===== src/rtl/fetch_unit_pkg.sv =====
// Shared constants for the instruction fetch stage: the NOP filler word,
// FSM state encodings, the PC increment and word alignment.
package fetch_unit_pkg;

  localparam logic [31:0] NOP_INST_DEFAULT = 32'h0000_0013;  // addi x0,x0,0
  localparam logic [31:0] PC_INC           = 32'd4;

  localparam logic [1:0] ST_FETCH = 2'd0;
  localparam logic [1:0] ST_WAIT  = 2'd1;
  localparam logic [1:0] ST_KILL  = 2'd2;

  function automatic logic [31:0] align_word(input logic [31:0] addr);
    return {addr[31:2], 2'b00};
  endfunction

endpackage


===== src/rtl/fetch_unit.sv =====
// Instruction fetch stage: one outstanding memory request, a registered IF/ID
// slot, and redirect handling that squashes an in-flight response via KILL.
module fetch_unit
  import fetch_unit_pkg::*;
#(
  parameter logic [31:0] RESET_PC = 32'h0000_0000,
  parameter logic [31:0] NOP_INST = NOP_INST_DEFAULT
) (
  input  logic        clk_i,
  input  logic        rst_i,
  input  logic        redirect_i,
  input  logic [31:0] redirect_pc_i,
  output logic        imem_req_o,
  output logic [31:0] imem_addr_o,
  input  logic        imem_req_ready_i,
  input  logic        imem_rsp_valid_i,
  input  logic [31:0] imem_rsp_data_i,
  input  logic        imem_rsp_err_i,
  output logic        imem_rsp_ready_o,
  output logic        valid_o,
  output logic [31:0] inst_o,
  output logic [31:0] pc_o,
  output logic        fault_o,
  input  logic        ready_i
);

  logic [1:0]  state_q, state_d;
  logic [31:0] pc_q;
  logic        slot_free;
  logic        req_hs;
  logic        rsp_hs;
  logic        rsp_load;

  // The IF/ID slot can take a new instruction if empty or drained this cycle.
  assign slot_free = !valid_o || ready_i;

  // Gated by rst_i so the request drops the instant reset asserts.
  assign imem_req_o  = !rst_i && (state_q == ST_FETCH) && !redirect_i && slot_free;
  assign imem_addr_o = pc_q;

  always_comb begin
    // NOTE: every always_comb output gets a default first so no path infers a latch.
    imem_rsp_ready_o = 1'b0;
    case (state_q)
      ST_WAIT: imem_rsp_ready_o = slot_free;
      ST_KILL: imem_rsp_ready_o = 1'b1;
      default: imem_rsp_ready_o = 1'b0;
    endcase
  end

  assign req_hs   = imem_req_o && imem_req_ready_i;
  assign rsp_hs   = imem_rsp_valid_i && imem_rsp_ready_o;
  assign rsp_load = (state_q == ST_WAIT) && rsp_hs && !redirect_i;

  always_comb begin
    state_d = state_q;
    case (state_q)
      ST_FETCH: if (req_hs) state_d = ST_WAIT;
      ST_WAIT: begin
        if (rsp_hs)          state_d = ST_FETCH;
        else if (redirect_i) state_d = ST_KILL;
      end
      ST_KILL:  if (rsp_hs) state_d = ST_FETCH;
      default:  state_d = ST_FETCH;
    endcase
  end

  // NOTE: sequential state uses non-blocking assignments and an async reset branch.
  always_ff @(posedge clk_i or posedge rst_i) begin
    if (rst_i) begin
      state_q <= ST_FETCH;
      pc_q    <= RESET_PC;
      valid_o <= 1'b0;
      inst_o  <= NOP_INST;
      pc_o    <= RESET_PC;
      fault_o <= 1'b0;
    end else begin
      state_q <= state_d;
      if (redirect_i) begin
        pc_q    <= align_word(redirect_pc_i);
        valid_o <= 1'b0;
        inst_o  <= NOP_INST;
        fault_o <= 1'b0;
      end else if (rsp_load) begin
        pc_q    <= pc_q + PC_INC;
        valid_o <= 1'b1;
        inst_o  <= imem_rsp_err_i ? NOP_INST : imem_rsp_data_i;
        pc_o    <= pc_q;
        fault_o <= imem_rsp_err_i;
      end else if (ready_i) begin
        valid_o <= 1'b0;
        inst_o  <= NOP_INST;
        fault_o <= 1'b0;
      end
    end
  end

endmodule


===== config.mk =====
export PLATFORM = sky130hd
export DESIGN_NAME = fetch_unit
export DESIGN_NICKNAME = d
export VERILOG_FILES = /design/src/rtl/fetch_unit_pkg.sv /design/src/rtl/fetch_unit.sv
export SDC_FILE = /design/constraint.sdc
export NUM_CORES = 1
export LEC_CHECK = 0
export ABC_AREA = 1
export ABC_CLOCK_PERIOD_IN_PS = 3150
export BUFFER_PORTS_ARGS = -buffer_cell sky130_fd_sc_hd__buf_2
export CAP_MARGIN = 30
export CORE_MARGIN = 2
export CORE_UTILIZATION = 49
export DETAILED_ROUTE_END_ITERATION = 6
export GPL_ROUTABILITY_DRIVEN = 0
export GPL_TIMING_DRIVEN = 1
export MAX_ROUTING_LAYER = met4
export PLACE_DENSITY = 0.78
export SYNTH_ARGS = -nofsm -noshare
export SYNTH_HDL_FRONTEND = slang
export SYNTH_SLANG_ARGS = --single-unit

===== constraint.sdc =====
create_clock -name clk_i -period 3.15 [get_ports clk_i]
set_clock_uncertainty 0.1 [all_clocks]
set_input_delay 0.315 -clock clk_i [delete_from_list [all_inputs] [get_ports clk_i]]
set_output_delay 0.315 -clock clk_i [all_outputs]
set_load 0.1 [all_outputs]

==> results of run 1 <==
==> metal layers <==
metal  routed length, um  vias up
met3                 759       27
li1                    -     2409
met4                 332        0
met2                6430      187
met1                5740     2262
met5                   0        -
==> critical path: stages (launching register included) <==
cell and delay, ns:
dfrtp_1 0.41, inv_1 0.11, ha_1 0.29, nand2_2 0.10, a21boi_1 0.13, buf_2 0.44
==> final timing paths <==
path | startpoint | to | slack [ns] | cells past startpoint
min in group asynchronous | rst_i | imem_addr_o[23] | 0.49 | 3
hold / removal | redirect_pc_i[6] | imem_addr_o[6] | 0.06 | 3
setup / recovery | state_q[1] | imem_rsp_ready_o | 0.88 | 5
setup reg to reg | state_q[1] | pc_o[2] | 0.89 | 9
max in group asynchronous | rst_i | inst_o[1] | 1.64 | 4
hold reg to reg | inst_o[21] | inst_o[21] | 0.37 | 2
==> where the power goes <==
part / switching (mW) / internal, mW / leakage (nW)
registers: 0.217 / 1.48 / 1.24
clock network: 0.433 / 0.550 / 0.124
logic: 2.46 / 0.443 / 2.05
==> through the flow <==
stage          util [%]  power [mW]  cell area [um^2]  instances  hold slack (ns)
3_3_place_gp       59.4        4.57              5860        946            0.346
5_1_grt            62.0        5.83              6120        963           0.0640
6_report           62.0        5.58              6120        963           0.0615
3_5_place_dp       59.4        4.62              5860        946            0.354
2_1_floorplan         -        4.13              5020        673            0.332
4_1_cts            62.0        5.60              6120        963           0.0501
==> repair_timing <==
action | CTS | global route
hold buffers | 1 | 0
hold endpoints to repair | 47 | 0
resized for setup | 0 | 0
==> cells by family (layout without fill, tap and decap cells) <==
family / after synthesis / count (layout) / share of synthesized area, %
AO/OA/AOI/OAI: 50 / 50 / 5.24
XOR/XNOR: 11 / 11 / 1.92
adder cells (fa/ha/maj): 5 / 5 / 1.25
buffers and inverters: 77 / 234 / 7.61
flip-flops: 96 / 96 / 48.0
other: 1 / 4 / 0.0748
AND/OR/NAND/NOR: 430 / 430 / 35.9
==> state kept, by name, summed over array words and instances, names as in the netlist <==
register	count
imem_addr_o	30
pc_o	30
fault_o	1
valid_o	1
state_q	2
inst_o	32
==> final cells by class <==
class	instances	area share [%]
inverters	45	2.84
flip-flops and latches	96	39.3
clock inverters	5	1.70
multi-input cells	500	36.5
well taps	133	2.72
clock buffers	11	2.31
repair buffers	173	14.6
==> layout by cell type (no fill, tap or decap), types with 5 or more instances in the layout <==
cell	count
buf_2	164
dfrtp_1	93
nor2_1	61
a21oi_1	19
inv_1	41
nand4_1	6
xnor2_1	8
o21ai_0	26
nand3_1	78
clkbuf_8	10
buf_4	8
ha_1	5
nand2_1	270
==> synth_stat cells (all sizes together) <==
library cell,instances
clkbuf,10
nand3,78
xor2,3
o21ai,26
o211ai,1
nor2,64
dfstp,3
o21bai,2
o21a,1
or2,2
inv,44
dfrtp,93
conb,1
nand3b,4
nand2,274
buf,22
and2,1
a21boi,1
nand4,7
clkinv,1
xnor2,8
ha,5
a21oi,19
==> flow_metrics.tcl, run 1 <==
set metrics [dict create \
    critical_path_class "reg2out" \
    slew_viol_final 0 \
    drc 0 \
    firstDrtPassIters 5 \
    grt.busiest_layer "met2" \
    n_fill_cell 904 \
    drive_gt1_share_pct 24.5 \
    min_path_type "in2reg" \
    start_kind "flip-flop" \
    vias 4885 \
    dieArea_um2 11100 \
    grt_usage_pct 26.0 \
    fp.dieW_um 105 \
    gr-total-overflow 0 \
    synth_cell_types 32 \
    fin_crit_sh_pct 72.1 \
    io_pins 171 \
    vias_per_cell 5.07 \
    finalHoldViolCount 0 \
    arrival_ns 1.86 \
    clock_latency_ns 0.37 \
    dp_slack_ns 0.983 \
    syn_area_per_cell_um2 7.48 \
    seqCellArea_um2 2410 \
    ys_seq_area_share_pct 48.0 \
    finalWirelength_um 13300 \
    synth.area.top_cells "dfrtp_1 (46%), nand2_1 (20%), nand3_1 (7.8%), nor2_1 (4.6%), inv_1 (3.1%)" \
    synth_top_area_cell "dfrtp_1" \
    grt_max_degree 50 \
    antenna_found_initial 0 \
    worst_pin_slew_ns 0.869 \
    clock-sinks 96 \
    initial_core_util_pct 50.8 \
    tns_ns 0 \
    dpl.hpwl_um 9810 \
    met3_usage_pct 2.68 \
    grt_pass1_wl_um 22400 \
    rsz0062_at_grt "no" \
    cts_setup_buffers 0 \
    portBuffers 164 \
    maxCapViolCount 0 \
    grt_util_met2_pct 41.7 \
    yosys_warnings 0 \
    outcome "complete, no violations" \
    antenna_cells 0 \
    syn_to_final_growth_pct 22.1 \
    p_leak_nw 3.42 \
    cts_max_path_buffers 2 \
    setup_viol 0 \
    use_met1_pct 33.5 \
    multi_input_comb_area_um2 2240 \
    worstPathRequired_ns 2.73 \
    row_count 36 \
    endpoint_kind "output pin" \
    cts_buffers 9 \
    cts_root_buf "clkbuf_8" \
    fin_ws_ns 0.879 \
    core_um2 9860 \
    netlist_area_um2 5010 \
    max-slew-margin-rel_pct 42.0 \
    syn_inst 670 \
    ant_nets 0 \
    die_y_um 105 \
    synth_seq_cells 96 \
    grt_pass1_vias 4697 \
    wl_per_cell_um 13.8 \
    p_per_area_nw_per_um2 912 \
    ir_worst_vdd_mv 0.705 \
    synth_top_area_share_pct 46.4 \
    final_nets 901 \
    clkTransAtPathRegs_ns 0.09 \
    drt_iter0_drc 377 \
    finalCriticalPeriod_ns 2.27 \
    cts_tree "yes" \
    cp_max_fo 4 \
    cts_max_level 3 \
    fmax_mhz 440 \
]
(Power assumes the default switching activity.)
==> run 2, diff against run 1 <==
- ABC_CLOCK_PERIOD_IN_PS: 3150 -> 2300
- clock period: 3.15 -> 2.3 ns (I/O delays scaled with it)
==> run 2 against run 1 <==
Compared with the run above:
- total power is 32% higher
- critical endpoint is now imem_req_o
- critical path depth is 2 higher
- wire length is 2.6% higher
- die area stayed put
- highest routed layer unchanged
- via count is 1.6% higher
- count of clock-buffer cells in the layout is 1 lower
==> flow_metrics.tcl, run 2 (synthesis gave the netlist of run 1 again) <==
set metrics [dict create \
    n_fill_cell 874 \
    ir_worst_vdd_mv 0.844 \
    cts_max_level 3 \
    min_from "redirect_pc_i[11]" \
    drive_gt1_share_pct 24.2 \
    drt_iter0_drc 256 \
    start_kind "flip-flop" \
    fin_crit_sh_pct 92.9 \
    cp_max_fo 3 \
    core_um2 9860 \
    grt_max_degree 71 \
    endpoint_kind "output pin" \
    max-slew-margin-rel_pct 42.6 \
    die_y_um 105 \
    row_count 36 \
    fin_util_pct 65.1 \
    final_cells 999 \
    p_per_area_nw_per_um2 1150 \
    final_cell_mix "nand2_1 (270), buf_2 (163), dfrtp_1 (91), nand3_1 (78), nor2_1 (60)" \
    tns_ns 0 \
    dp_slack_ns 0.288 \
    clock-sinks 96 \
    finalHoldViolCount 0 \
    r2r_slack_ns 0.29 \
    cts_root_buf "clkbuf_8" \
    gr-total-overflow 0 \
    whs_path_depth 3 \
    maxCapViolCount 0 \
    vias_per_cell 4.97 \
    grt_pass1_vias 4651 \
    worst_pin_slew_ns 0.860 \
    ant_nets 0 \
    r2r-start "state_q[1]" \
    antenna_cells 0 \
    worstPathRequired_ns 1.97 \
    portBuffers 164 \
    finalWirelength_um 13600 \
    rsz0062_at_grt "no" \
    critical_path_class "reg2out" \
    firstDrtPassIters 5 \
    antenna_found_initial 0 \
    vias 4963 \
    fin_ws_ns 0.163 \
    cts_tree "yes" \
    fp.dieW_um 105 \
    cts_buffers 9 \
    final_nets 937 \
    largest_register_ffs 32 \
    layout_commonest_cell "nand2_1" \
    drc 0 \
    arrival_ns 1.81 \
    dpl.hpwl_um 9950 \
    clock_latency_ns 0.36 \
    dp.cells 949 \
    fmax_mhz 468 \
    p_leak_nw 3.54 \
    finalCriticalPeriod_ns 2.14 \
    syn_to_final_growth_pct 28.1 \
    outcome "complete, no violations" \
    rr_endpoint "pc_o[2]" \
    wl_per_cell_um 13.6 \
    min_path_type "in2reg" \
    whs_endpoint "imem_addr_o[11]" \
    slew_viol_final 0 \
    r2r_cells 9 \
    io_pins 171 \
    initial_core_util_pct 50.8 \
    cts_max_path_buffers 2 \
    top_register "inst_o" \
    clkTransAtPathRegs_ns 0.09 \
    setup_viol 0 \
    grt_pass1_wl_um 22400 \
    dieArea_um2 11100 \
    whs_ns 0.0101 \
    grt_usage_pct 25.9 \
]
==> run 2: timing repair <==
item	4_1_cts	5_1_grt
setup endpoints to repair	0	1
resized for setup	0	1
hold buffers	34	0
hold endpoints to repair	44	0
buffers inserted	0	0
==> run 2: worst max path at each step <==
stage                          start               end  slack [ns]  depth (start not counted)
after floorplan              valid_o  imem_rsp_ready_o       -0.48                          3
after global placement    state_q[1]           pc_o[2]        0.41                          9
after detailed placement  state_q[1]           pc_o[2]        0.29                          9
after CTS                 state_q[0]  imem_rsp_ready_o        0.10                          4
after global routing      state_q[1]        imem_req_o        0.03                          7
final                     state_q[0]        imem_req_o        0.16                          7
==> run 2: through the flow <==
step | cell area [um^2] | power [mW]
after floorplan | 5030 | 5.66
after global placement | 5900 | 6.27
after detailed placement | 5900 | 6.35
after CTS | 6420 | 7.39
after global routing | 6420 | 7.71
final | 6420 | 7.35
==> run 2: cell type report <==
cell class              count  area [um^2]  share of cell area [%]
well taps                 133          166                    2.59
inverters                  45          175                    2.73
repair buffers            209         1260                    19.6
clock inverters             6         33.8                   0.526
clock buffers              10          138                    2.14
multi-input cells         500         2240                    34.9
flip-flops and latches     96         2410                    37.5
==> run 2: worst max-delay path, cell delays in order, from the launching register on <==
cell and delay [ns]:
dfrtp_1 0.42, inv_1 0.11, ha_1 0.18, inv_1 0.04, nor2_1 0.12, nand2_1 0.08
nor2_2 0.07, buf_2 0.42
==> run 2: layer usage <==
metal,wire (um),global-route usage [%]
met1,5830,34.1
met2,6520,40.9
met3,811,3.12
met4,440,10.8
met5,0,-
==> run 2: where the power goes <==
group          internal [mW]  switching (mW)
Combinational          0.656            3.37
Clock                  0.417           0.574
Sequential              2.03           0.301
Total                   3.11            4.25
==> run 3, diff against run 2 <==
- CORE_ASPECT_RATIO: not set -> 1.4
==> run 3 against run 2 <==
Compared with the run above:
- maximum frequency decreased by 2.0%
- cell area is 2.4% lower
- sequential cell count unchanged
- critical path type unchanged
==> flow_metrics.tcl, run 3 (synthesis gave the netlist of run 1 again) <==
set metrics [dict create \
    outcome "complete, no violations" \
    p_per_area_nw_per_um2 1260 \
    grt_max_degree 46 \
    finalCriticalPeriod_ns 2.18 \
    top_register "inst_o" \
    grt_pass1_wl_um 20700 \
    slowest_delay_ns 0.44 \
    worst_pin_slew_ns 0.826 \
    power_mw 7.91 \
    maxCapViolCount 0 \
    fp.dieW_um 89.5 \
    cts_tree "yes" \
    antenna_cells 0 \
    grt_usage_pct 24.7 \
    min_path_type "in2reg" \
    drive_gt1_share_pct 24.9 \
    final_nets 903 \
    largest_register_ffs 32 \
    vias_per_cell 5.06 \
    cts_max_level 3 \
    antenna_found_initial 0 \
    vias 4889 \
    fmax_mhz 459 \
    rsz0062_at_grt "no" \
    clkTransAtPathRegs_ns 0.06 \
    dpl.hpwl_um 10100 \
    core_um2 9950 \
    cp_max_fo 4 \
    gr-total-overflow 0 \
    worstPathRequired_ns 1.97 \
    p_leak_nw 3.47 \
    initial_core_util_pct 50.4 \
    max-slew-margin-rel_pct 44.9 \
    dieArea_um2 11100 \
    drc 0 \
    drt_iter0_drc 256 \
    row_count 43 \
    cts_setup_buffers 0 \
    final_cell_mix "nand2_1 (270), buf_2 (164), dfrtp_1 (91), nand3_1 (78), nor2_1 (60)" \
    start_kind "flip-flop" \
    clock_latency_ns 0.34 \
    grt_pass1_vias 4537 \
    clock-sinks 96 \
    layout_commonest_cell "nand2_1" \
    arrival_ns 1.85 \
    slowest_stage "buf_2" \
    firstDrtPassIters 4 \
    critical_path_class "reg2out" \
    wl_per_cell_um 13.7 \
    syn_to_final_growth_pct 25.0 \
    endpoint_kind "output pin" \
    cts_max_path_buffers 2 \
    dp_slack_ns 0.275 \
    ant_nets 0 \
    tns_ns 0 \
    crit_family "buffers and inverters" \
    setup_viol 0 \
    cts_buffers 9 \
    fin_crit_sh_pct 94.7 \
    fin_util_pct 62.9 \
    finalHoldViolCount 0 \
    ir_worst_vdd_mv 1.09 \
    path_buf_inv 2 \
    finalWirelength_um 13300 \
    portBuffers 164 \
    cts_root_buf "clkbuf_16" \
    path_cells "inv_1 > ha_1 > a21boi_1 > buf_2" \
    io_pins 171 \
    die_y_um 124 \
    fin_ws_ns 0.121 \
    slew_viol_final 0 \
]
-- run 3: cell count changes in the layout (fill, tap and decap cells not counted) --
cell,change
inv_6,-1
dlygate4sd3_1,-33
buf_12,+3
clkbuf_4,-1
clkinv_2,-3
buf_4,-4
clkbuf_8,-9
bufinv_16,+2
buf_2,+1
clkbuf_1,+2
clkbuf_16,+9
-- run 3: area by class of cell --
| type | count | area, um^2 |
|---|---|---|
| Timing Repair Buffer | 175 | 956 |
| Clock inverter | 4 | 70.1 |
| Clock buffer | 12 | 246 |
| Sequential cell | 96 | 2410 |
| Fill cell | 882 | 3690 |
| Tap cell | 135 | 169 |
| Inverter | 45 | 175 |
| Multi-Input combinational cell | 500 | 2240 |
-- run 3: layer usage --
metal  track usage [%]  vias up  wire length [um]
li1                  -     2422                 -
met1              27.8     2252              5400
met2              42.1      186              6740
met3              4.17       29               799
met4              11.8        0               333
met5                 -        -                 0
-- run 3: power by group --
part / internal, mW / switching [mW] / total [mW]
Combinational: 0.623 / 3.38 / 4.00
Clock: 0.979 / 0.597 / 1.58
Sequential: 2.04 / 0.300 / 2.34
Total: 3.64 / 4.27 / 7.91
-- run 3: timing repair --
item / 4_1_cts / 5_1_grt
endpoints found under the setup margin: 0 / 0
hold buffers: 1 / 0
resized for setup: 0 / 0
hold endpoints to repair: 25 / 0
-- run 3: final timing paths --
path | from | to | slack (ns) | cells past startpoint
min | redirect_pc_i[7] | imem_addr_o[7] | 0.008 | 3
min reg2reg | fault_o | fault_o | 0.37 | 2
max reg2reg | state_q[1] | pc_o[31] | 0.28 | 9
max in group asynchronous | rst_i | inst_o[1] | 1.02 | 4
min in group asynchronous | rst_i | pc_o[23] | 0.44 | 3
max | state_q[0] | imem_rsp_ready_o | 0.12 | 4
-- run 3: per-stage QoR --
| step | cell area, um^2 | cells | hold slack (ns) |
|---|---|---|---|
| 4_1_cts | 6260 | 967 | 0.000880 |
| 3_3_place_gp | 5940 | 950 | 0.256 |
| 5_1_grt | 6260 | 967 | 0.0150 |
| 2_1_floorplan | 5030 | 673 | 0.247 |
| 6_report | 6260 | 967 | 0.00849 |
| 3_5_place_dp | 5940 | 950 | 0.266 |
-- run 3: tightest hold or removal path, stage by stage --
cell and delay, ns:
buf_2 0.07, nand2_1 0.04, nand3_1 0.07
